<file path="config.mk">
export PLATFORM = sky130hd
export DESIGN_NAME = ifetch_queue
export DESIGN_NICKNAME = d
export VERILOG_FILES = /design/src/rtl/ifetch_pkg.sv /design/src/rtl/ifetch_fifo.sv /design/src/rtl/ifetch_queue.sv
export SDC_FILE = /design/constraint.sdc
export NUM_CORES = 1
export LEC_CHECK = 0
export CORE_MARGIN = 4
export CORE_UTILIZATION = 25
export CTS_CLUSTER_SIZE = 16
export DETAILED_ROUTE_END_ITERATION = 10
export GPL_ROUTABILITY_DRIVEN = 0
export PLACE_DENSITY_LB_ADDON = 0.15
export SLEW_MARGIN = 20
export SYNTH_ARGS = -nofsm -noshare
export SYNTH_HDL_FRONTEND = slang
export SYNTH_HIERARCHICAL = 1
export SYNTH_SLANG_ARGS = --single-unit
</file>
<file path="constraint.sdc">
create_clock -name clk -period 7.55 [get_ports clk]
set_clock_uncertainty 0.2 [all_clocks]
set_input_delay 1.51 -clock clk [delete_from_list [all_inputs] [get_ports clk]]
set_output_delay 1.51 -clock clk [all_outputs]
set_load 0.05 [all_outputs]
</file>
<file path="src/rtl/ifetch_pkg.sv">
`default_nettype none
// ============================================================================
// ifetch_pkg : shared types and constants for the instruction prefetch queue
// Revision   : 1.0
// ============================================================================
package ifetch_pkg;

    typedef enum logic [1:0] {
        IDLE = 2'd0,
        REQ  = 2'd1,
        WAIT = 2'd2,
        DROP = 2'd3
    } fetch_state_t;

    typedef struct packed {
        logic [31:0] instr;
        logic [31:0] pc4;
    } fetch_entry_t;

    localparam logic [31:0] PC_STEP = 32'd4;

endpackage
`default_nettype wire

</file>
<file path="src/rtl/ifetch_fifo.sv">
`default_nettype none
// ============================================================================
// ifetch_fifo : DEPTH-entry FIFO of fetched {instr, pc4} pairs, head read combinationally
// Revision    : 1.0
// ============================================================================
module ifetch_fifo
    import ifetch_pkg::*;
#(
    parameter int DEPTH = 4
) (
    input  logic                         clk,
    input  logic                         rst_n,
    input  logic                         clear,
    input  logic                         push,
    input  fetch_entry_t                 push_data,
    input  logic                         pop,
    output fetch_entry_t                 head,
    output logic [$clog2(DEPTH+1)-1:0]   count,
    output logic                         full,
    output logic                         empty
);

    localparam int AW = $clog2(DEPTH);
    localparam int CW = $clog2(DEPTH + 1);

    fetch_entry_t   mem [DEPTH];
    logic [AW-1:0]  wr_ptr;
    logic [AW-1:0]  rd_ptr;
    logic           do_push;
    logic           do_pop;

    assign empty   = (count == '0);
    assign full    = (count == CW'(DEPTH));
    assign do_pop  = pop && !empty;
    // A pop in the same cycle makes room, so a full FIFO may still accept a push.
    assign do_push = push && (!full || do_pop);
    assign head    = mem[rd_ptr];

    always_ff @(posedge clk or negedge rst_n) begin
        if (!rst_n) begin
            wr_ptr <= '0;
            rd_ptr <= '0;
            count  <= '0;
        end else if (clear) begin
            wr_ptr <= '0;
            rd_ptr <= '0;
            count  <= '0;
        end else begin
            if (do_push) begin
                wr_ptr <= wr_ptr + AW'(1);
            end
            if (do_pop) begin
                rd_ptr <= rd_ptr + AW'(1);
            end
            if (do_push && !do_pop) begin
                count <= count + CW'(1);
            end else if (!do_push && do_pop) begin
                count <= count - CW'(1);
            end
        end
    end

    always_ff @(posedge clk or negedge rst_n) begin
        if (!rst_n) begin
            for (int i = 0; i < DEPTH; i++) begin
                mem[i] <= '0;
            end
        end else if (!clear && do_push) begin
            mem[wr_ptr] <= push_data;
        end
    end

endmodule
`default_nettype wire

</file>
<file path="src/rtl/ifetch_queue.sv">
`default_nettype none
// ============================================================================
// ifetch_queue : sequential instruction prefetch with one request in flight and redirect flush
// Revision     : 1.0
// ============================================================================
module ifetch_queue
    import ifetch_pkg::*;
#(
    parameter int          DEPTH    = 4,
    parameter logic [31:0] RESET_PC = 32'h0000_0000
) (
    input  logic        clk,
    input  logic        rst_n,
    output logic        imem_req,
    output logic [31:0] imem_addr,
    input  logic        imem_ready,
    input  logic        imem_rvalid,
    input  logic [31:0] imem_rdata,
    output logic        out_valid,
    output logic [31:0] out_instr,
    output logic [31:0] out_pc4,
    input  logic        out_ready,
    input  logic        redirect,
    input  logic [31:0] redirect_pc
);

    localparam int          CW      = $clog2(DEPTH + 1);
    localparam logic [CW:0] DEPTH_W = (CW + 1)'(DEPTH);

    fetch_state_t   state;
    fetch_state_t   state_nx;
    logic [31:0]    fetch_pc;
    logic [31:0]    fetch_pc_nx;
    logic [CW-1:0]  count;
    logic           fifo_full;
    logic           fifo_empty;
    logic           push;
    logic           pop;
    logic [CW:0]    occ_idle;
    logic [CW:0]    occ_wait;
    logic           credit_idle;
    logic           credit_wait;
    fetch_entry_t   head;
    fetch_entry_t   push_entry;
    logic           unused_bits;

    assign pop  = out_ready && !fifo_empty && !redirect;
    assign push = (state == WAIT) && imem_rvalid && !redirect;

    // fetch_pc already advanced past the outstanding request, so it is that request's PC+4.
    assign push_entry = '{instr: imem_rdata, pc4: fetch_pc};

    // Occupancy after this cycle's pop (and push, when the response lands now).
    assign occ_idle    = {1'b0, count} - {{CW{1'b0}}, pop};
    assign occ_wait    = {1'b0, count} + {{CW{1'b0}}, 1'b1} - {{CW{1'b0}}, pop};
    assign credit_idle = (occ_idle < DEPTH_W);
    assign credit_wait = (occ_wait < DEPTH_W);

    always_comb begin
        state_nx    = state;
        fetch_pc_nx = fetch_pc;
        if (redirect) begin
            fetch_pc_nx = {redirect_pc[31:2], 2'b00};
            case (state)
                IDLE:    state_nx = REQ;
                REQ:     state_nx = imem_ready  ? DROP : REQ;
                WAIT:    state_nx = imem_rvalid ? REQ  : DROP;
                DROP:    state_nx = imem_rvalid ? REQ  : DROP;
                default: state_nx = REQ;
            endcase
        end else begin
            case (state)
                IDLE: begin
                    if (credit_idle) begin
                        state_nx = REQ;
                    end
                end
                REQ: begin
                    if (imem_ready) begin
                        state_nx    = WAIT;
                        fetch_pc_nx = fetch_pc + PC_STEP;
                    end
                end
                WAIT: begin
                    if (imem_rvalid) begin
                        state_nx = credit_wait ? REQ : IDLE;
                    end
                end
                DROP: begin
                    if (imem_rvalid) begin
                        state_nx = REQ;
                    end
                end
                default: state_nx = REQ;
            endcase
        end
    end

    always_ff @(posedge clk or negedge rst_n) begin
        if (!rst_n) begin
            state    <= REQ;
            fetch_pc <= RESET_PC;
            imem_req <= 1'b1;
        end else begin
            state    <= state_nx;
            fetch_pc <= fetch_pc_nx;
            imem_req <= (state_nx == REQ);
        end
    end

    ifetch_fifo #(
        .DEPTH (DEPTH)
    ) u_fifo (
        .clk       (clk),
        .rst_n     (rst_n),
        .clear     (redirect),
        .push      (push),
        .push_data (push_entry),
        .pop       (pop),
        .head      (head),
        .count     (count),
        .full      (fifo_full),
        .empty     (fifo_empty)
    );

    assign imem_addr = fetch_pc;
    assign out_valid = !fifo_empty;
    assign out_instr = head.instr;
    assign out_pc4   = head.pc4;

    assign unused_bits = ^{redirect_pc[1:0], fifo_full};

endmodule
`default_nettype wire

</file>
# Word level (Yosys, flattened, before mapping)

Index checks and enable logic that the tools add are counted.

Flip-flop bits (word level): 298
Bits in latches: 0
Bits in writable memories: 0
Memory bits (read-only): 0
Bits of input ports: 70
Output and inout port bits: 98
Word-level logic and storage cells: 85
Memories kept: 0

Add/sub/neg operators: 8
Multiply operators: 0
Div/mod/pow operators: 0
Order comparisons: 5
Equal/unequal tests: 5
Shift-type cells: 0
Mux-type cells: 26
Bitwise logic cells: 2
Reductions and logical operators: 25

Operators with widths:

| cell                                                                  | number |
|---|---|
| 256-bit bitwise mux                                                   | 1 |
| 64-bit 2-to-1 mux                                                     | 3 |
| 64-bit binary-select mux with 2-bit select                            | 1 |
| 64-bit demux with 2-bit select                                        | 1 |
| 32-bit 2-to-1 mux                                                     | 3 |
| 32-bit by 3-bit adder with 32-bit output, second input constant       | 1 |
| 2-bit 2-to-1 mux                                                      | 11 |
| 1-bit logical AND                                                     | 10 |
| 3-bit 2-to-1 mux                                                      | 3 |
| 4-bit by 3-bit < comparator with 1-bit output, second input constant  | 2 |
| 2-bit one-hot mux with 4 select lines                                 | 1 |
| 2-bit nonzero test                                                    | 4 |
| 3-bit >= comparator, second input constant                            | 2 |
| 2-bit inverter with 3-bit output                                      | 2 |
| 2-bit one-hot mux with 3 select lines                                 | 1 |
| 1-bit logical NOT                                                     | 5 |
| 2-bit by 1-bit adder with 2-bit output, second input constant         | 2 |
| 3-bit by 1-bit adder with 4-bit output, second input constant         | 1 |
| 2-bit by 1-bit equality test with 1-bit output, second input constant | 2 |
| 2-bit equality test, second input constant                            | 2 |
| 3-bit by 1-bit subtractor with 4-bit output                           | 1 |
| 4-bit by 1-bit subtractor with 4-bit output                           | 1 |
| 3-bit by 1-bit adder with 3-bit output, second input constant         | 1 |
| 3-bit equality test, second input constant                            | 1 |
| 9 further kinds                                                       | 9 |

# Depth between registers and ports, before layout

Gate-level depths: netlist of run 1.

Depth after elaboration: 12
Depth in mapped cells: 12
Mapped depth without buffers: 10

# By module

Netlist of run 1, hierarchy kept.

Modules (own cells, without submodules):

| module       | times used | cells an instance | area each (µm²) | sequential area each (µm²) |
|---|---|---|---|---|
| ifetch_fifo  | 1          | 682               | 12570.8         | 6581.3 |
| ifetch_queue | 1          | 217               | 1923.1          | 828.3 |

# Worst setup path before layout of run 1

Ideal clock, no wire load.

Kind: input port to flip-flop
Start: input redirect
End: register u_fifo/mem[100] in the netlist's numbering
Library setup time: 0.125 ns
Arrival time: 3.439 ns
Data required time: 7.225 ns
Slack: 3.786 ns
Stages on the path: 9
Buffers on the path: 4
Path through: clkbuf_1 > or3b_2 > inv_1 > buf_2 > nor4b_4 > nor4bb_1 > buf_2 > buf_6 > mux2_4

Longest elaborated chain between the ends: 6
Elaborated cells on any way between the ends: 7
Classes of those cells: reduce/logical: 7

RTL lines:

| what                           | RTL line           | source |
|---|---|---|
| start: declaration             | ifetch_queue.sv:23 | `input logic redirect,` |
| 1-bit logical NOT              | ifetch_queue.sv:47 | `assign pop = out_ready && !fifo_empty && !redirect;` |
| 1-bit logical AND              | ifetch_queue.sv:47 |  |
| via pop                        | ifetch_queue.sv:38 | `logic pop;` |
| 1-bit logical AND              | ifetch_fifo.sv:34  | `assign do_pop = pop && !empty;` |
| 1-bit logical OR               | ifetch_fifo.sv:36  | `assign do_push = push && (!full \|\| do_pop);` |
| 1-bit logical AND              | ifetch_fifo.sv:36  |  |
| 1-bit logical AND              | ifetch_fifo.sv:68  | `end else if (!clear && do_push) begin` |
| end signal: indexed assignment | ifetch_fifo.sv:69  | `mem[wr_ptr] <= push_data;` |
| end: declaration               | ifetch_fifo.sv:26  | `fetch_entry_t mem [DEPTH];` |

The timed path passes the listed nets, and every way through them passes these cells.
A chain may end at the register's enable or synchronous reset.

# Final worst setup path of run 1

Start: register u_fifo.rd_ptr[0]
End: output out_pc4[18]

Longest elaborated chain between the ends: 4

RTL lines:

| what                                                   | RTL line           | source |
|---|---|---|
| start: declaration                                     | ifetch_fifo.sv:28  | `logic [AW-1:0] rd_ptr;` |
| start signal: assignment                               | ifetch_fifo.sv:53  | `rd_ptr <= rd_ptr + AW'(1);` |
| 2-bit inverter with 3-bit output (not written as such) | ifetch_fifo.sv:37  | `assign head = mem[rd_ptr];` |
| 64-bit binary-select mux with 2-bit select             | ifetch_fifo.sv:37  |  |
| 64-bit 2-to-1 mux (not written as such) (2 in a row)   | ifetch_fifo.sv:37  |  |
| end: declaration                                       | ifetch_queue.sv:21 | `output logic [31:0] out_pc4,` |

Every way passes these cells. The select of a mux whose other input is x is not followed.

==> results of run 1 <==
registers in the layout, indices dropped and copies added, names as in the netlist:
register	flops
u_fifo/count	3
u_fifo/wr_ptr	2
imem_addr	30
imem_req	1
u_fifo/mem	256
u_fifo/rd_ptr	2
state	2
kinds of logic after synthesis:
logic type	share of synthesized area [%]
other	0.0259
buffers and inverters	3.47
adders and majority gates	0.570
xor gates and xnor gates	1.99
and+or+nand+nor	4.75
AOI/OAI and AO/OA	1.58
muxes	36.5
DFF	51.1
path summary, 6_finish.rpt:
path | startpoint | to | slack [ns] | depth (start not counted)
setup reg to reg | u_fifo/count[0]$_DFFE_PN0P_ | u_fifo/mem[127]$_DFFE_PN0P_ | 4.16 | 7
setup / recovery | u_fifo/rd_ptr[0]$_DFFE_PN0P_ | out_pc4[18] | 2.28 | 3
min in group asynchronous | rst_n | u_fifo/mem[186]$_DFFE_PN0P_ | 0.84 | 1
hold / removal | u_fifo/mem[0]$_DFFE_PN0P_ | u_fifo/mem[0]$_DFFE_PN0P_ | 0.28 | 1
max in group asynchronous | rst_n | u_fifo/mem[85]$_DFFE_PN0P_ | 4.77 | 2
hold reg to reg | u_fifo/mem[0]$_DFFE_PN0P_ | u_fifo/mem[0]$_DFFE_PN0P_ | 0.28 | 1
worst register-to-register path, stage by stage, from the launching register on:
cell and delay [ns]:
dfrtp_1 0.57, nor3_1 0.12, or3b_2 0.49, inv_1 0.27, nor4b_4 0.15, nor4bb_4 0.30
buf_4 0.74, mux2_1 0.41
synthesized netlist by cell type (all sizes together):
cell | count | area, µm²
a21oi | 1 | 5.00
a221oi | 1 | 8.76
a311o | 1 | 10.0
a31oi | 2 | 12.5
and2 | 2 | 12.5
and3 | 3 | 18.8
and3b | 1 | 8.76
and4 | 1 | 8.76
buf | 47 | 390
clkbuf | 15 | 56.3
conb | 1 | 3.75
dfrtp | 294 | 7360
dfstp | 2 | 52.6
fa | 1 | 20.0
ha | 5 | 62.6
inv | 15 | 56.3
mux2 | 259 | 3820
mux2i | 3 | 30.0
mux4 | 64 | 1440
nand2 | 40 | 150
nand2b | 4 | 25.0
nand3 | 6 | 35.0
nand3b | 2 | 15.0
nand4 | 9 | 71.3
nor2 | 20 | 75.1
nor2b | 3 | 18.8
nor3 | 14 | 90.1
nor4 | 3 | 46.3
nor4b | 2 | 32.5
nor4bb | 4 | 40.0
o21a | 1 | 7.51
o21ai | 32 | 160
o311ai | 2 | 17.5
o31ai | 1 | 7.51
or3 | 3 | 20.0
or3b | 1 | 8.76
or4 | 1 | 11.3
xnor2 | 24 | 210
xor2 | 9 | 78.8
layer usage:
metal / GRT usage (%) / wire [µm]
met1: 16.6 / 17900
met2: 20.0 / 17900
met3: 2.44 / 1400
met4: 3.51 / 799
met5: 0 / 0
layout make-up:
| type | instances | area [µm²] |
|---|---|---|
| fillers | 5608 | 38800 |
| flip-flops and latches | 296 | 7420 |
| multi-input cells | 535 | 6680 |
| repair buffers | 178 | 1760 |
| clock buffers | 58 | 1120 |
| well taps | 756 | 946 |
| clock inverters | 11 | 136 |
| inverters | 15 | 56.3 |
per-stage QoR:
stage          area (µm²)  utilization (%)
2_1_floorplan       14500                -
3_3_place_gp        16900             29.6
3_5_place_dp        16900             29.6
4_1_cts             18100             31.8
5_1_grt             18100             31.8
6_report            18100             31.8
power by group:
| part | leakage (nW) | switching, W | internal [W] | total [W] |
|---|---|---|---|---|
| sequential | 4.03 | 0.000109 | 0.00172 | 0.00183 |
| clock | 0.616 | 0.000711 | 0.00112 | 0.00183 |
| combinational | 3.14 | 0.000654 | 0.000488 | 0.00114 |
| total | 7.78 | 0.00147 | 0.00333 | 0.00480 |
==> summary.md, run 1 <==
| Metric | Value |
|---|---|
| H-tree depth | `2` |
| Slowest cell on crit path | `dfrtp_4` |
| Max VDD drop | `0.000124 V` |
| Detailed placement HPWL | `22400 µm` |
| Final Non-Filler Cells | `1849` |
| Max cap viols | `0` |
| CORE AREA | `56900 µm²` |
| 1st-iter DRT viols | `313` |
| Hold Slack | `between 0.2 and 0.3 ns` |
| Most frequent cells in the layout | `dfrtp_1, mux2_4, clkdlybuf4s50_1` |
| Initial antenna violation count | `0` |
| Clock sinks | `296` |
| Worst EP required | `~6 ns` |
| Worst-path clk slew | `0.06 ns` |
| Synth unique cells | `51` |
| Setup Slack @ Placement | `roughly 2.7 ns` |
| P&R area growth vs syn | `24.9%` |
| Worst setup SP type | `register` |
| CP Max Fanout | `32` |
| Via Count | `8036` |
| Final TNS setup | `0 ns` |
| Gr ovfl total | `0` |
| Hold Path Class | `reg -> reg` |
| Setup violations, final | `0` |
| Final nets | `1140` |
| Layout cells sized above 1 | `roughly 37%` |
| RSZ-0062 raised after global routing | `false` |
| Register area share after synthesis | `51.1%` |
| # hold bufs at CTS | `0` |
| CP peak stage delay | `roughly 0.95 ns` |
| Initial core utilization | `approximately a quarter` |
| DR pass1 iterations | `4` |
| Final WS setup | `2.28 ns` |
| Total Power | `0.00480 W` |
| Root buffer cell | `clkbuf_16` |
| Post-synthesis instance total | `899` |
| Final antenna diode count | `0` |
| GRT Util Overall | `12.3%` |
| Crit-path leading delay family | `buffers and inverters` |
| Status | `completed` |
| Yosys warns | `6` |
| DR vias/cell | `4.35` |
| Final worst path period share | `69.9%` |
| DRC Markers | `0` |
| Vias in the first global route | `9103` |
| IO Pins | `168` |
| Power per Cell Area | `265 nW/µm²` |
| Minimum period implied by the final worst setup slack | `approximately 5.3 ns` |
| Max-slew violations | `0` |
| #FFs+latches synth | `296` |
| CTS tree | `built` |
| Post-CTS setup buffer count | `0` |
| Largest net degree at the start of global routing | `118` |
| CP endpoint kind | `output pin` |
| Crit path DAT | `3.56 ns` |
| Slew of the pin with the lowest slew margin | `0.967 ns` |
| First-pass GRT wire length | `59600 µm` |
| Bufs on Longest Clock Path | `3` |
| Cells along the critical path | `buf_4, mux4_2, clkdlybuf4s50_1` |
| I/O Buffers | `approximately 160` |
| Fmax | `roughly 190 MHz` |
| Chip height | `around 250 µm` |
| Wire per inst | `20.5 µm` |
| Commonest non-fill, non-tap cell in the layout | `dfrtp_1` |
| Clk_lat worst skew | `roughly 0.54 ns` |
| Rows | `87` |
| Worst relative slew slack | `35.5%` |
| Mean post-synth cell area | `16.1 µm²` |
| Cells after DPL | `around 1800` |
| Crit path buf inv count | `2` |
| Leakage power figure | `7.78 nW` |
| Die width | `between 200 and 250 µm` |
| Routed Antenna Nets | `0` |
| Post_cts resized | `0` |
| Cell area after synthesis | `approximately 14000 µm²` |
| Final hold violations | `0` |
| DIE AREA | `just over 60000 µm²` |
| Total CTS buffers | `38` |
| Routed WL | `38000 µm` |
| Worst Path Class, Setup | `reg -> out` |
Note: power is estimated with default switching activity, not from simulation.
==> run 2: changes to the inputs <==
==> constraint.sdc (replaced) <==
create_clock -name clk -period 4.6 [get_ports clk]
set_clock_uncertainty 0.2 [all_clocks]
set_input_delay 0.92 -clock clk [delete_from_list [all_inputs] [get_ports clk]]
set_output_delay 0.92 -clock clk [all_outputs]
set_load 0.05 [all_outputs]
==> run 2 against run 1 <==
  * Final area rose by 1.2%
  * Routed wire length fell by 0.36%
  * Count of clock-buffer cells in the layout fell by 2
  * Critical path depth did not move
  * Via count fell by 0.52%
  * Setup slack got worse by 1.8 ns
  * Critical path type unchanged
  * Highest routed layer is now met5
==> summary.md, run 2 (synthesis results as in run 1) <==
| Metric | Value |
|---|---|
| Status | `completed (unchanged)` |
| Leakage power figure | `7.87 nW (was 7.78 nW)` |
| Worst Path Class, Setup | `reg -> out (unchanged)` |
| CP endpoint kind | `output pin (unchanged)` |
| CP peak stage delay | `0.73 ns (was 0.95 ns)` |
| Post_cts resized | `0 (unchanged)` |
| Total CTS buffers | `37 (was 38)` |
| Crit path DAT | `2.96 ns (was 3.56 ns)` |
| Cells along the critical path | `buf_12, mux4_2, clkdlybuf4s50_1 (was buf_4, mux4_2, clkdlybuf4s50_1)` |
| DRC Markers | `0 (unchanged)` |
| Cells after DPL | `1788 (was 1780)` |
| DR vias/cell | `4.31 (was 4.35)` |
| Gr ovfl total | `0 (unchanged)` |
| Post-CTS setup buffer count | `0 (unchanged)` |
| First-pass GRT wire length | `59400 µm (was 59600 µm)` |
| P&R area growth vs syn | `26.5% (was 24.9%)` |
| Clock sinks | `296 (unchanged)` |
| Bufs on Longest Clock Path | `3 (unchanged)` |
| Chip height | `249 µm (unchanged)` |
| Final worst path period share | `88.6%` |
| Slew of the pin with the lowest slew margin | `0.870 ns (was 0.967 ns)` |
| # hold bufs at CTS | `0 (unchanged)` |
| Reg with most FFs | `u_fifo/mem (unchanged)` |
| Rows | `87 (unchanged)` |
| GRT Util Overall | `12.2% (was 12.3%)` |
| Max VDD drop | `0.000310 V (was 0.000124 V)` |
| Initial core utilization | `25.5% (unchanged)` |
| Initial antenna violation count | `1 (was 0)` |
| CTS tree | `built (unchanged)` |
| 1st-iter DRT viols | `302 (was 313)` |
| Minimum period implied by the final worst setup slack | `4.08 ns` |
| Final Non-Filler Cells | `1854 (was 1849)` |
| Worst-path clk slew | `0.06 ns (about the same)` |
| Die width | `249 µm (unchanged)` |
| Root buffer cell | `clkbuf_16 (unchanged)` |
| Max-slew violations | `0 (unchanged)` |
| Final nets | `1147 (was 1140)` |
| Wire per inst | `20.4 µm (was 20.5 µm)` |
| Final hold violations | `0 (unchanged)` |
| Worst relative slew slack | `42.0% (was 35.5%)` |
| Vias in the first global route | `9164 (was 9103)` |
| Detailed placement HPWL | `22700 µm (was 22400 µm)` |
| Largest register FFs | `256 (unchanged)` |
| Final TNS setup | `0 ns (unchanged)` |
| DR pass1 iterations | `4 (unchanged)` |
| Commonest non-fill, non-tap cell in the layout | `dfrtp_1 (unchanged)` |
| Max cap viols | `0 (unchanged)` |
| Fmax | `245 MHz` |
| Final antenna diode count | `0 (unchanged)` |
| Most frequent cells in the layout | `dfrtp_1, mux2_4, clkdlybuf4s50_1 (unchanged)` |
| Clk_lat worst skew | `0.54 ns (about the same)` |
| DIE AREA | `61900 µm² (unchanged)` |
| Layout cells sized above 1 | `37.7% (was 36.8%)` |
| Routed WL | `37900 µm (was 38000 µm)` |
| Setup violations, final | `0 (unchanged)` |
| CP Max Fanout | `26 (was 32)` |
| Worst EP required | `3.48 ns (was 5.84 ns)` |
| RSZ-0062 raised after global routing | `false (unchanged)` |
| IO Pins | `168 (unchanged)` |
| Power per Cell Area | `431 nW/µm² (was 265 nW/µm²)` |
| Hold Path Class | `in -> async (was reg -> reg)` |
| I/O Buffers | `163 (unchanged)` |
| Routed Antenna Nets | `0 (unchanged)` |
| Via Count | `7994 (was 8036)` |
| Worst setup SP type | `register (unchanged)` |
| Slowest cell on crit path | `dfrtp_4 (unchanged)` |
| H-tree depth | `2 (unchanged)` |
| Largest net degree at the start of global routing | `82 (was 118)` |
| CORE AREA | `56900 µm² (unchanged)` |
[run 2: changes by cell type in the layout (fill, tap and decap cells not counted)]
cell        change
clkbuf_1        -7
buf_12         +12
clkinvlp_4      -1
bufinv_16       -1
clkbuf_8        +5
buf_4           -4
inv_6           +1
[run 2: layer usage]
metal | wire [µm] | global-route usage, %
met5 | 13 | 0
met3 | 1490 | 2.76
met2 | 17800 | 19.7
met4 | 832 | 3.59
met1 | 17700 | 16.5
[run 2: metrics by stage]
stage                     setup slack, ns  total power [W]  hold slack [ns]  cell area, µm²  util [%]
final                               0.523          0.00790            0.188           18300      32.2
after global routing                0.348          0.00827            0.222           18300      32.2
after CTS                           0.390          0.00808            0.193           18300      32.2
after detailed placement            0.670          0.00495            0.271           17100      30.0
after global placement              0.733          0.00494            0.267           17100      30.0
after floorplan                      1.43          0.00425            0.252           14500         -
[run 2: cell type report]
type,count,area [µm²]
fill,5567,38600
sequential,296,7420
multi-input combinational,535,6680
timing repair buffer,186,1970
clock buffer,56,1160
tap,756,946
clock inverter,10,108
inverter,15,56.3
[run 2: worst paths after layout]
check,startpoint,end,slack (ns),cells past startpoint
setup / recovery,u_fifo/rd_ptr[0]$_DFFE_PN0P_,out_pc4[18],0.52,3
setup reg to reg,u_fifo/count[0]$_DFFE_PN0P_,u_fifo/mem[232]$_DFFE_PN0P_,1.39,7
hold / removal,rst_n,u_fifo/mem[249]$_DFFE_PN0P_,0.19,1
min in group clk,u_fifo/mem[95]$_DFFE_PN0P_,u_fifo/mem[95]$_DFFE_PN0P_,0.28,1
hold reg to reg,u_fifo/mem[95]$_DFFE_PN0P_,u_fifo/mem[95]$_DFFE_PN0P_,0.28,1
max in group asynchronous,rst_n,u_fifo/mem[161]$_DFFE_PN0P_,2.95,2
[run 2: worst max-delay path: cells and delay by family (launching register included)]
kind | cells | cell delay, ns
DFF | 1 | 0.73
muxes | 1 | 0.60
buffers and inverters | 2 | 1.04
[run 2: power breakdown]
| group | internal (W) | switching (W) | total [W] |
|---|---|---|---|
| clock network | 0.00185 | 0.00117 | 0.00302 |
| registers | 0.00282 | 0.000180 | 0.00300 |
| logic | 0.000806 | 0.00108 | 0.00188 |
| total | 0.00548 | 0.00242 | 0.00790 |
